<file path="config.mk">
export PLATFORM = sky130hd
export DESIGN_NAME = johnson_decoder_8bit
export DESIGN_NICKNAME = d
export VERILOG_FILES = /design/src/rtl/johnson_decoder_8bit_pkg.sv /design/src/rtl/johnson_decoder_8bit_hex_to_7seg.sv /design/src/rtl/johnson_decoder_8bit.sv
export SDC_FILE = /design/constraint.sdc
export NUM_CORES = 1
export LEC_CHECK = 0
export ABC_CLOCK_PERIOD_IN_PS = 12850
export CELL_PAD_IN_SITES_DETAIL_PLACEMENT = 1
export CELL_PAD_IN_SITES_GLOBAL_PLACEMENT = 2
export CORE_MARGIN = 2
export CORE_UTILIZATION = 35
export DETAILED_ROUTE_END_ITERATION = 10
export HOLD_SLACK_MARGIN = 0.15
export PLACE_DENSITY_LB_ADDON = 0.1
export SYNTH_ARGS = -nofsm -noshare
export SYNTH_HDL_FRONTEND = slang
export SYNTH_SLANG_ARGS = --single-unit
</file>
<file path="constraint.sdc">
create_clock -name clk -period 12.85 [get_ports clk]
set_input_delay 2.57 -clock clk [delete_from_list [all_inputs] [get_ports clk]]
set_output_delay 2.57 -clock clk [all_outputs]
set_load 0.02 [all_outputs]
</file>
<file path="src/rtl/johnson_decoder_8bit_pkg.sv">
// Shared definitions for the Johnson decoder: FSM state encodings, the
// Johnson<->index mapping and the active-low 7-segment glyph table.
package johnson_decoder_8bit_pkg;

  typedef enum logic [1:0] {
    S_IDLE  = 2'd0,
    S_TRACK = 2'd1,
    S_FAULT = 2'd2
  } state_t;

  typedef struct packed {
    logic       legal;
    logic [3:0] idx;
  } jdec_t;

  localparam logic [6:0] SEG_ZERO = 7'b1000000;

  // Index k<8 fills k ones from the LSB; index 8+k is the complement of that fill.
  function automatic logic [7:0] johnson_encode(input logic [3:0] idx);
    logic [7:0] mask;
    mask = (8'd1 << idx[2:0]) - 8'd1;
    return idx[3] ? ~mask : mask;
  endfunction

  function automatic jdec_t johnson_decode(input logic [7:0] code);
    jdec_t res;
    res.legal = 1'b0;
    res.idx   = 4'd0;
    for (int i = 0; i < 16; i++) begin
      if (code == johnson_encode(i[3:0])) begin
        res.legal = 1'b1;
        res.idx   = i[3:0];
      end else begin
        res = res;
      end
    end
    return res;
  endfunction

  function automatic logic [6:0] hex_to_seg(input logic [3:0] value);
    logic [6:0] seg;
    case (value)
      4'h0:    seg = 7'b1000000;
      4'h1:    seg = 7'b1111001;
      4'h2:    seg = 7'b0100100;
      4'h3:    seg = 7'b0110000;
      4'h4:    seg = 7'b0011001;
      4'h5:    seg = 7'b0010010;
      4'h6:    seg = 7'b0000010;
      4'h7:    seg = 7'b1111000;
      4'h8:    seg = 7'b0000000;
      4'h9:    seg = 7'b0010000;
      4'hA:    seg = 7'b0001000;
      4'hB:    seg = 7'b0000011;
      4'hC:    seg = 7'b1000110;
      4'hD:    seg = 7'b0100001;
      4'hE:    seg = 7'b0000110;
      4'hF:    seg = 7'b0001110;
      default: seg = 7'b1111111;
    endcase
    return seg;
  endfunction

endpackage

</file>
<file path="src/rtl/johnson_decoder_8bit_hex_to_7seg.sv">
// Hex nibble to active-low 7-segment pattern (bit0=a .. bit6=g).
module johnson_decoder_8bit_hex_to_7seg
  import johnson_decoder_8bit_pkg::*;
(
  input  logic [3:0] value,
  output logic [6:0] seg
);

  // Pure table lookup; the caller registers the result.
  always_comb begin
    seg = hex_to_seg(value);
  end

endmodule

</file>
<file path="src/rtl/johnson_decoder_8bit.sv">
// Johnson code checker: decodes J to an index, tracks step continuity and counts errors.
// Optional feature: define JOHNSON_DIR_EN to accept down-steps (delta -1) and report dir=0.
module johnson_decoder_8bit
  import johnson_decoder_8bit_pkg::*;
#(
  parameter logic [3:0] ERR_SAT = 4'hF
) (
  input  logic       clk,
  input  logic       reset,
  input  logic       en,
  input  logic [7:0] J,
  output logic [3:0] idx,
  output logic       idx_vld,
  output logic       dir,
  output logic       err_ill,
  output logic       err_skip,
  output logic       fault,
  output logic [6:0] HEX0,
  output logic [6:0] HEX1
);

  state_t     state_r, state_s;
  jdec_t      dec_s;
  logic [3:0] delta_s;
  logic       allowed_s;
  logic [3:0] idx_s;
  logic       dir_s;
  logic       vld_s, ill_s, skip_s;
  logic [3:0] err_cnt_r, err_cnt_s;
  logic [6:0] hex0_s, hex1_s;

  // Decode the sample and classify the step relative to the held index.
  always_comb begin
    dec_s   = johnson_decode(J);
    delta_s = dec_s.idx - idx;
`ifdef JOHNSON_DIR_EN
    allowed_s = (delta_s == 4'd0) || (delta_s == 4'd1) || (delta_s == 4'hF);
`else
    allowed_s = (delta_s == 4'd0) || (delta_s == 4'd1);
`endif
  end

  // Next-state and pulse generation for the tracking FSM.
  always_comb begin
    state_s = state_r;
    idx_s   = idx;
    dir_s   = dir;
    vld_s   = 1'b0;
    ill_s   = 1'b0;
    skip_s  = 1'b0;
    if (en) begin
      case (state_r)
        S_IDLE: begin
          if (dec_s.legal) begin
            idx_s   = dec_s.idx;
            vld_s   = 1'b1;
            state_s = S_TRACK;
          end else begin
            ill_s = 1'b1;
          end
        end
        S_TRACK, S_FAULT: begin
          if (!dec_s.legal) begin
            ill_s   = 1'b1;
            state_s = S_FAULT;
          end else if (allowed_s) begin
            idx_s   = dec_s.idx;
            vld_s   = 1'b1;
            state_s = S_TRACK;
            if (delta_s != 4'd0) begin
              dir_s = (delta_s == 4'd1);
            end else begin
              dir_s = dir;
            end
          end else begin
            // A skip resynchronises on the new index so one glitch costs one error.
            idx_s   = dec_s.idx;
            vld_s   = 1'b1;
            skip_s  = 1'b1;
            state_s = S_FAULT;
          end
        end
        default: begin
          state_s = S_IDLE;
        end
      endcase
    end else begin
      state_s = state_r;
    end

    if ((ill_s || skip_s) && (err_cnt_r < ERR_SAT)) begin
      err_cnt_s = err_cnt_r + 4'd1;
    end else begin
      err_cnt_s = err_cnt_r;
    end
  end

  johnson_decoder_8bit_hex_to_7seg u_hex0 (
    .value (idx_s),
    .seg   (hex0_s)
  );

  johnson_decoder_8bit_hex_to_7seg u_hex1 (
    .value (err_cnt_s),
    .seg   (hex1_s)
  );

  // State and output registers; displays are registered from next-state values to stay aligned.
  always_ff @(posedge clk) begin
    if (reset) begin
      state_r   <= S_IDLE;
      idx       <= 4'd0;
      idx_vld   <= 1'b0;
      dir       <= 1'b1;
      err_ill   <= 1'b0;
      err_skip  <= 1'b0;
      fault     <= 1'b0;
      err_cnt_r <= 4'd0;
      HEX0      <= SEG_ZERO;
      HEX1      <= SEG_ZERO;
    end else begin
      state_r   <= state_s;
      idx       <= idx_s;
      idx_vld   <= vld_s;
      dir       <= dir_s;
      err_ill   <= ill_s;
      err_skip  <= skip_s;
      fault     <= (state_s == S_FAULT);
      err_cnt_r <= err_cnt_s;
      HEX0      <= hex0_s;
      HEX1      <= hex1_s;
    end
  end

endmodule

</file>
* Word-level counts from Yosys, hierarchy flattened
Memories as Yosys holds them, arrays and structs flattened. A register that Yosys moved wholly into a read port is not among the register bits.
Cells that the tools add are included.
** Storage, ports and cells
- Output and inout port bits :: 23
- Bits in read-only memories :: 224
- Input port bits :: 11
- Memories :: 2
- Flip-flop bits (word level) :: 15
** Cells by class
- Add/subtract/negate cells :: 2
- Magnitude comparators :: 1
- Eq/ne operators :: 19
- Bitwise gates (word level) :: 2
- Multiplexer cells :: 33
- Reductions and logical operators :: 11
** Memory list
- (no name shown) :: words 16, width 7, read ports 1, clocked after memory_dff 1, wr ports 0, line johnson_decoder_8bit_pkg.sv:42 : case (value)
- (no name shown) :: words 16, width 7, read ports 1, clocked after memory_dff 1, wr ports 0, line johnson_decoder_8bit_pkg.sv:42
** Operators by type and width (count)
- 2-to-1 mux 5 bit :: 16
- equality test 8 bit (second input constant) :: 8
- 2-to-1 mux 4 bit :: 4
- equality test 8 x 1 -> 1 bit (second input constant) :: 1
- equality test 8 x 2 -> 1 bit (second input constant) :: 1
- equality test 8 x 3 -> 1 bit (second input constant) :: 1
- equality test 8 x 4 -> 1 bit (second input constant) :: 1
- equality test 8 x 5 -> 1 bit (second input constant) :: 1
- equality test 8 x 6 -> 1 bit (second input constant) :: 1
- equality test 8 x 7 -> 1 bit (second input constant) :: 1
- logical NOT 8 bit :: 1
- 2-to-1 mux 1 bit :: 8
- 2-to-1 mux 2 bit :: 4
- OR reduction 3 bit :: 2
- AND reduction 5 bit :: 1
- adder 4 x 1 -> 4 bit (second input constant) :: 1
- equality test 2 bit (second input constant) :: 2
- equality test 4 x 1 -> 1 bit (second input constant) :: 1
- logical NOT 4 bit :: 1
- < comparator 4 bit (second input constant) :: 1
- case mux 2 bit (2 select lines) :: 1
- nonzero test 4 bit :: 1
- subtractor 4 bit :: 1
- equality test 2 x 1 -> 1 bit (second input constant) :: 1
- 5 further kinds :: 7

* Logic depth before layout (Yosys ltp)
- Depth in word-level cells :: 27
- Mapped depth :: 21

* Cells and area by module
From an unflattened synthesis, not the netlist that was laid out.
** Second synthesis, totals
- Cell total of the unflattened synthesis :: 242
- Area, all modules :: 2189.6 um^2
** Modules (own cells, without submodules)
- johnson_decoder_8bit :: cells each 178, instances 1, area each 1639.1 um^2, sequential area each 580.6 um^2
- johnson_decoder_8bit_hex_to_7seg :: cells each 32, instances 2, area each 275.3 um^2, sequential area each 0.0 um^2

* Worst setup path before layout
Ideal clock, no wire load.
- Path kind :: input-to-reg
- Start :: input port J[4]
- End :: register HEX1[3]
- Path slack :: 6195 ps
- Arrival time :: 6539 ps
- Library setup time :: 117 ps
- Stages on the path :: 19
- Cells stage by stage :: buf_6 -> or4_4 -> nor3_1 -> o21ai_0 -> a41oi_1 -> a21oi_1 -> ha_1 -> inv_1 -> fa_1 -> xor2_1 -> nor3_1 -> mux2_2 -> o22ai_4 -> a21oi_1 -> a221oi_1 -> inv_1 -> ha_1 -> mux2_4 -> a22o_1
** Between the ends
- Word-level cells in the longest chain between the ends :: 26
** Ends and longest elaborated chain
- start, declared :: line johnson_decoder_8bit.sv:11 : input logic [7:0] J,
- equality test 8 x 1 -> 1 bit :: line johnson_decoder_8bit_pkg.sv:30 : if (code == johnson_encode(i[3:0])) begin
- 2-to-1 mux 5 bit (14 in series) :: line johnson_decoder_8bit_pkg.sv:30
- 2-to-1 mux 5 bit * :: line johnson_decoder_8bit_pkg.sv:30
- subtractor 4 bit :: line johnson_decoder_8bit.sv:35 : delta_s = dec_s.idx - idx;
- equality test 4 x 1 -> 1 bit / logical NOT 4 bit (equally long branches) :: line johnson_decoder_8bit.sv:39 : allowed_s = (delta_s == 4'd0) || (delta_s == 4'd1);
- logical OR 1 bit :: line johnson_decoder_8bit.sv:39
- 2-to-1 mux 1 bit :: line johnson_decoder_8bit.sv:66 : end else if (allowed_s) begin
- 2-to-1 mux 1 bit :: line johnson_decoder_8bit.sv:63 : if (!dec_s.legal) begin
- 2-to-1 mux 1 bit :: line johnson_decoder_8bit.sv:52 : case (state_r)
- 2-to-1 mux 1 bit :: line johnson_decoder_8bit.sv:51 : if (en) begin
- logical OR 1 bit * :: line johnson_decoder_8bit.sv:91 : if ((ill_s || skip_s) && (err_cnt_r < ERR_SAT)) begin
- logical AND 1 bit * :: line johnson_decoder_8bit.sv:91
- 2-to-1 mux 4 bit * :: line johnson_decoder_8bit.sv:91
- named net err_cnt_s[0] :: line johnson_decoder_8bit.sv:29 : logic [3:0] err_cnt_r, err_cnt_s;
- end, declared :: line johnson_decoder_8bit.sv:19 : output logic [6:0] HEX1
The timed path passes the listed nets; every way through them passes the cells marked *.
A chain may end at the register's enable or synchronous reset.

* Worst setup path after layout
- Start :: input port J[5]
- End :: register HEX1[0]
Same word-level chain as after synthesis.

==> results.md <==
* Synth top area cells: dfxtp_1 27%, ha_1 10%, nor2_1 4.8%, a21oi_1 3.4%, mux2i_1 2.8%
* GPL Wtd Cong at 0.804
* Crit path launch type: input pin
* Via/cell ratio at between 5 and 6
* CTS Buf Count at 5
* Max FO, Critical Path at 11
* Slew Limit Fails at 0
* CTS root buffer: clkbuf_8
* Normalized max-slew margin at between 20 and 30%
* Clk buf depth at 2
* # DRC at 0
* CP Class: in2reg
* Levels on crit path at 19
* Initial antenna violation count at 0
* TNS Setup at 0 ns
* Avg Cell Area, Syn at approximately 8.4 sq um
* CTS resizes at 0
* Cells after Synth at 260
* Later-pin clock latency in the skew report at 0.28 ns
* Count leader, synth: dfxtp_1
* Starting Density at 36.4%
* Number of port buffers at 33
* MaxCap Viol Count at 0
* EDFF count, synth at 0
* Clock skew at between 0.006 and 0.007 ns
* Initial DRC count at 80
* Core Region at between 0.005 and 0.006 sq mm
* Die area at between 0.006 and 0.007 sq mm
* Drt wl/cell at 16.3 microns
* First-pass GRT wire length at roughly 10000 microns
* Fin util at approximately 44%
* Post-layout net count at 320
* R2R Setup Slk at 8.95 ns
* Number of synthesized register bits at 29
* Final setup violation count at 0
* Leak at between 1 and 1.5 nW
* Postcts setup bufs at 0
* Number of library cell types mapped by synthesis at 65
* Reg2Reg Depth at 15
* Cell taking the most area after synthesis: dfxtp_1
* Reg2reg start: idx[0]$_SDFF_PP0_
* Share of cells above drive strength 1 at under 10%
* Status: finished, final reports clean
* Fillers at around 720
* Largest net degree at the start of global routing at 29
* WP data arrival at 7.67 ns
* Ys Warns at 0
* Cts hold-fix bufs at 0
* Delay of the slowest cell on the worst path at slightly above 0.9 ns
* Ys flop type: dfxtp_1
* Gr ovfl total at 0
* Hold Path Class: reg2reg
* IO Pins at 34
* Final Critical Period at 7.50 ns
* WP data required at roughly 13 ns
* Die W at between 80 and 90 microns
* Drt total wl at approximately 6000 microns
* CTS tree: built
* Cells along the critical path: clkdlybuf4s50_1, or4_4, nor3_1, o21ai_0, a41oi_1, a21oi_1, ha_1, inv_1, fa_1, nor3b_1, mux2_2, o22ai_4, a221oi_1, inv_1, ha_1, nor2b_1, o2111ai_1, o41ai_1, nand3b_1
* Total nets after synthesis at 290
* Row Count at 28
* Detailed Routing Iterations Pass 1 at 4
* Most frequent cells after synthesis: 29 x dfxtp_1, 28 x nor2_1, 18 x ha_1
* Tot GR Track Use at between 10% and 20%
* Multi-input gate area at around 0.0015 sq mm
* Top delay family on crit path: compound AO/OA/AOI/OAI gates
* Start point of the critical path: J[5]
* Worst path slowest cell: a221oi_1
* Die Height at just over 80 microns
* Max frequency at ~0.13 GHz
* Maximum vdd ir drop at 59.9 uV
* Area Growth Syn to Fin at 21.6%
* Pwr dens at between 80 and 90 mW/mm^2
* Clock sinks at 29
* Register Area at 581 sq um
* Final period util at approximately three fifths
* Worst Tran Pin Value at roughly 1.1 ns
* Clock-pin slew on the worst setup and hold paths at about 0.060 ns
* Total number of vias at between 2000 and 2500
* # diodes at 0
* Synthesized area at about 0.0022 sq mm
* RSZ-0062 raised after global routing: no
* Vias in the first global route at between 2000 and 2500
* Worst setup path end: HEX1[0]$_SDFF_PP0_
* Post-DP HPWL at approximately 4500 microns
* ANT nets after route at 0
* Reg-to-Reg End: HEX1[0]$_SDFF_PP0_
* Final Hold Vio Count at 0
* Worst Path Buf+Inv at 3
* Post-synth top area share at between 20% and 30%
* Endpoint class of the critical path: flip-flop
* Sequential element share of the synthesized area at 26.6%
* H-tree levels at 2
* Ys async rst share at 0%
metal layers:
| metal | share of wire [%] | track usage, % |
|---|---|---|
| met1 | 52 | 25.7 |
| met2 | 44 | 27.9 |
| met3 | 2.9 | 3.88 |
| met4 | 0.89 | 4.32 |
| met5 | 0 | 0 |
report_power, final:
part	switching [mW]	internal, mW
Clock	0.0353	0.0483
Combinational	0.0294	0.0207
Sequential	0.00207	0.0936
registers in the layout, summed over array words and instances, names as in the netlist:
signal     cells
HEX1           7
idx_vld        1
fault          1
state_r        2
HEX0           7
idx            4
err_skip       1
dir            1
err_cnt_r      4
err_ill        1
how the worst min path moves through the flow:
stage,start,endpoint,slack (ns),cells after the start
final,dir$_SDFFE_PP1P_,dir$_SDFFE_PP1P_,0.49,2
after detailed placement,dir$_SDFFE_PP1P_,dir$_SDFFE_PP1P_,0.48,2
after global routing,dir$_SDFFE_PP1P_,dir$_SDFFE_PP1P_,0.52,2
after CTS,dir$_SDFFE_PP1P_,dir$_SDFFE_PP1P_,0.50,2
after global placement,dir$_SDFFE_PP1P_,dir$_SDFFE_PP1P_,0.47,2
after floorplan,dir$_SDFFE_PP1P_,dir$_SDFFE_PP1P_,0.58,2
final cells by class:
cell class,count,share of cell area (%)
repair buffers,35,13.0
clock buffers,7,3.63
flip-flops and latches,29,21.9
multi-input cells,205,55.8
clock inverters,1,0.189
inverters,14,1.98
well taps,75,3.54
logic make-up (layout without fill, tap and decap cells):
family,count (synthesis),count (layout),synth area share (%)
XOR/XNOR,3,3,1.20
buffers and inverters,26,57,5.56
flip-flops,29,29,26.6
AO/OA/AOI/OAI,71,71,25.1
adder cells (fa/ha/maj),19,19,11.2
multiplexers,11,11,6.02
AND/OR/NAND/NOR,101,101,24.3
cells in the final DEF (no fill, tap or decap), drive strengths merged, types with 2 or more instances in the layout:
cell	instances
clkdlybuf4s50	33
dfxtp	29
nor2	29
ha	18
nand2	16
a21oi	15
inv	14
o21ai	14
nand3	12
nor3	11
clkbuf	7
and2	7
mux2i	6
nor2b	5
a31oi	5
o31ai	4
mux2	4
nor3b	3
o211ai	3
and3	3
nand4	3
a32o	3
nand3b	3
a22oi	3
o22a	3
nand2b	2
a41oi	2
xor2	2
a221oi	2
a2111oi	2
buf	2
or4	2
a32oi	2
o21a	2
o22ai	2
worst register-to-register path, delay by kind of cell, from the launching register on:
family | cells | cell delay, ns
xor+xnor | 1 | 0.24
mux | 1 | 0.30
fa+ha+maj | 3 | 0.85
simple gates | 3 | 0.41
compound gates | 5 | 1.43
buf+inv | 2 | 0.22
flops | 1 | 0.36
per-stage QoR:
step                      setup slack [ns]  total power [mW]  hold slack [ns]  cells  instance area [sq um]
after floorplan                       6.19             0.130            0.576    260                   2180
after global placement                5.28             0.147            0.466    358                   2550
after detailed placement              5.06             0.147            0.483    358                   2550
after CTS                             5.37             0.233            0.496    366                   2650
after global routing                  4.84             0.244            0.516    366                   2650
final                                 5.35             0.229            0.486    366                   2650
No activity file was read; power rests on OpenSTA's default activity.
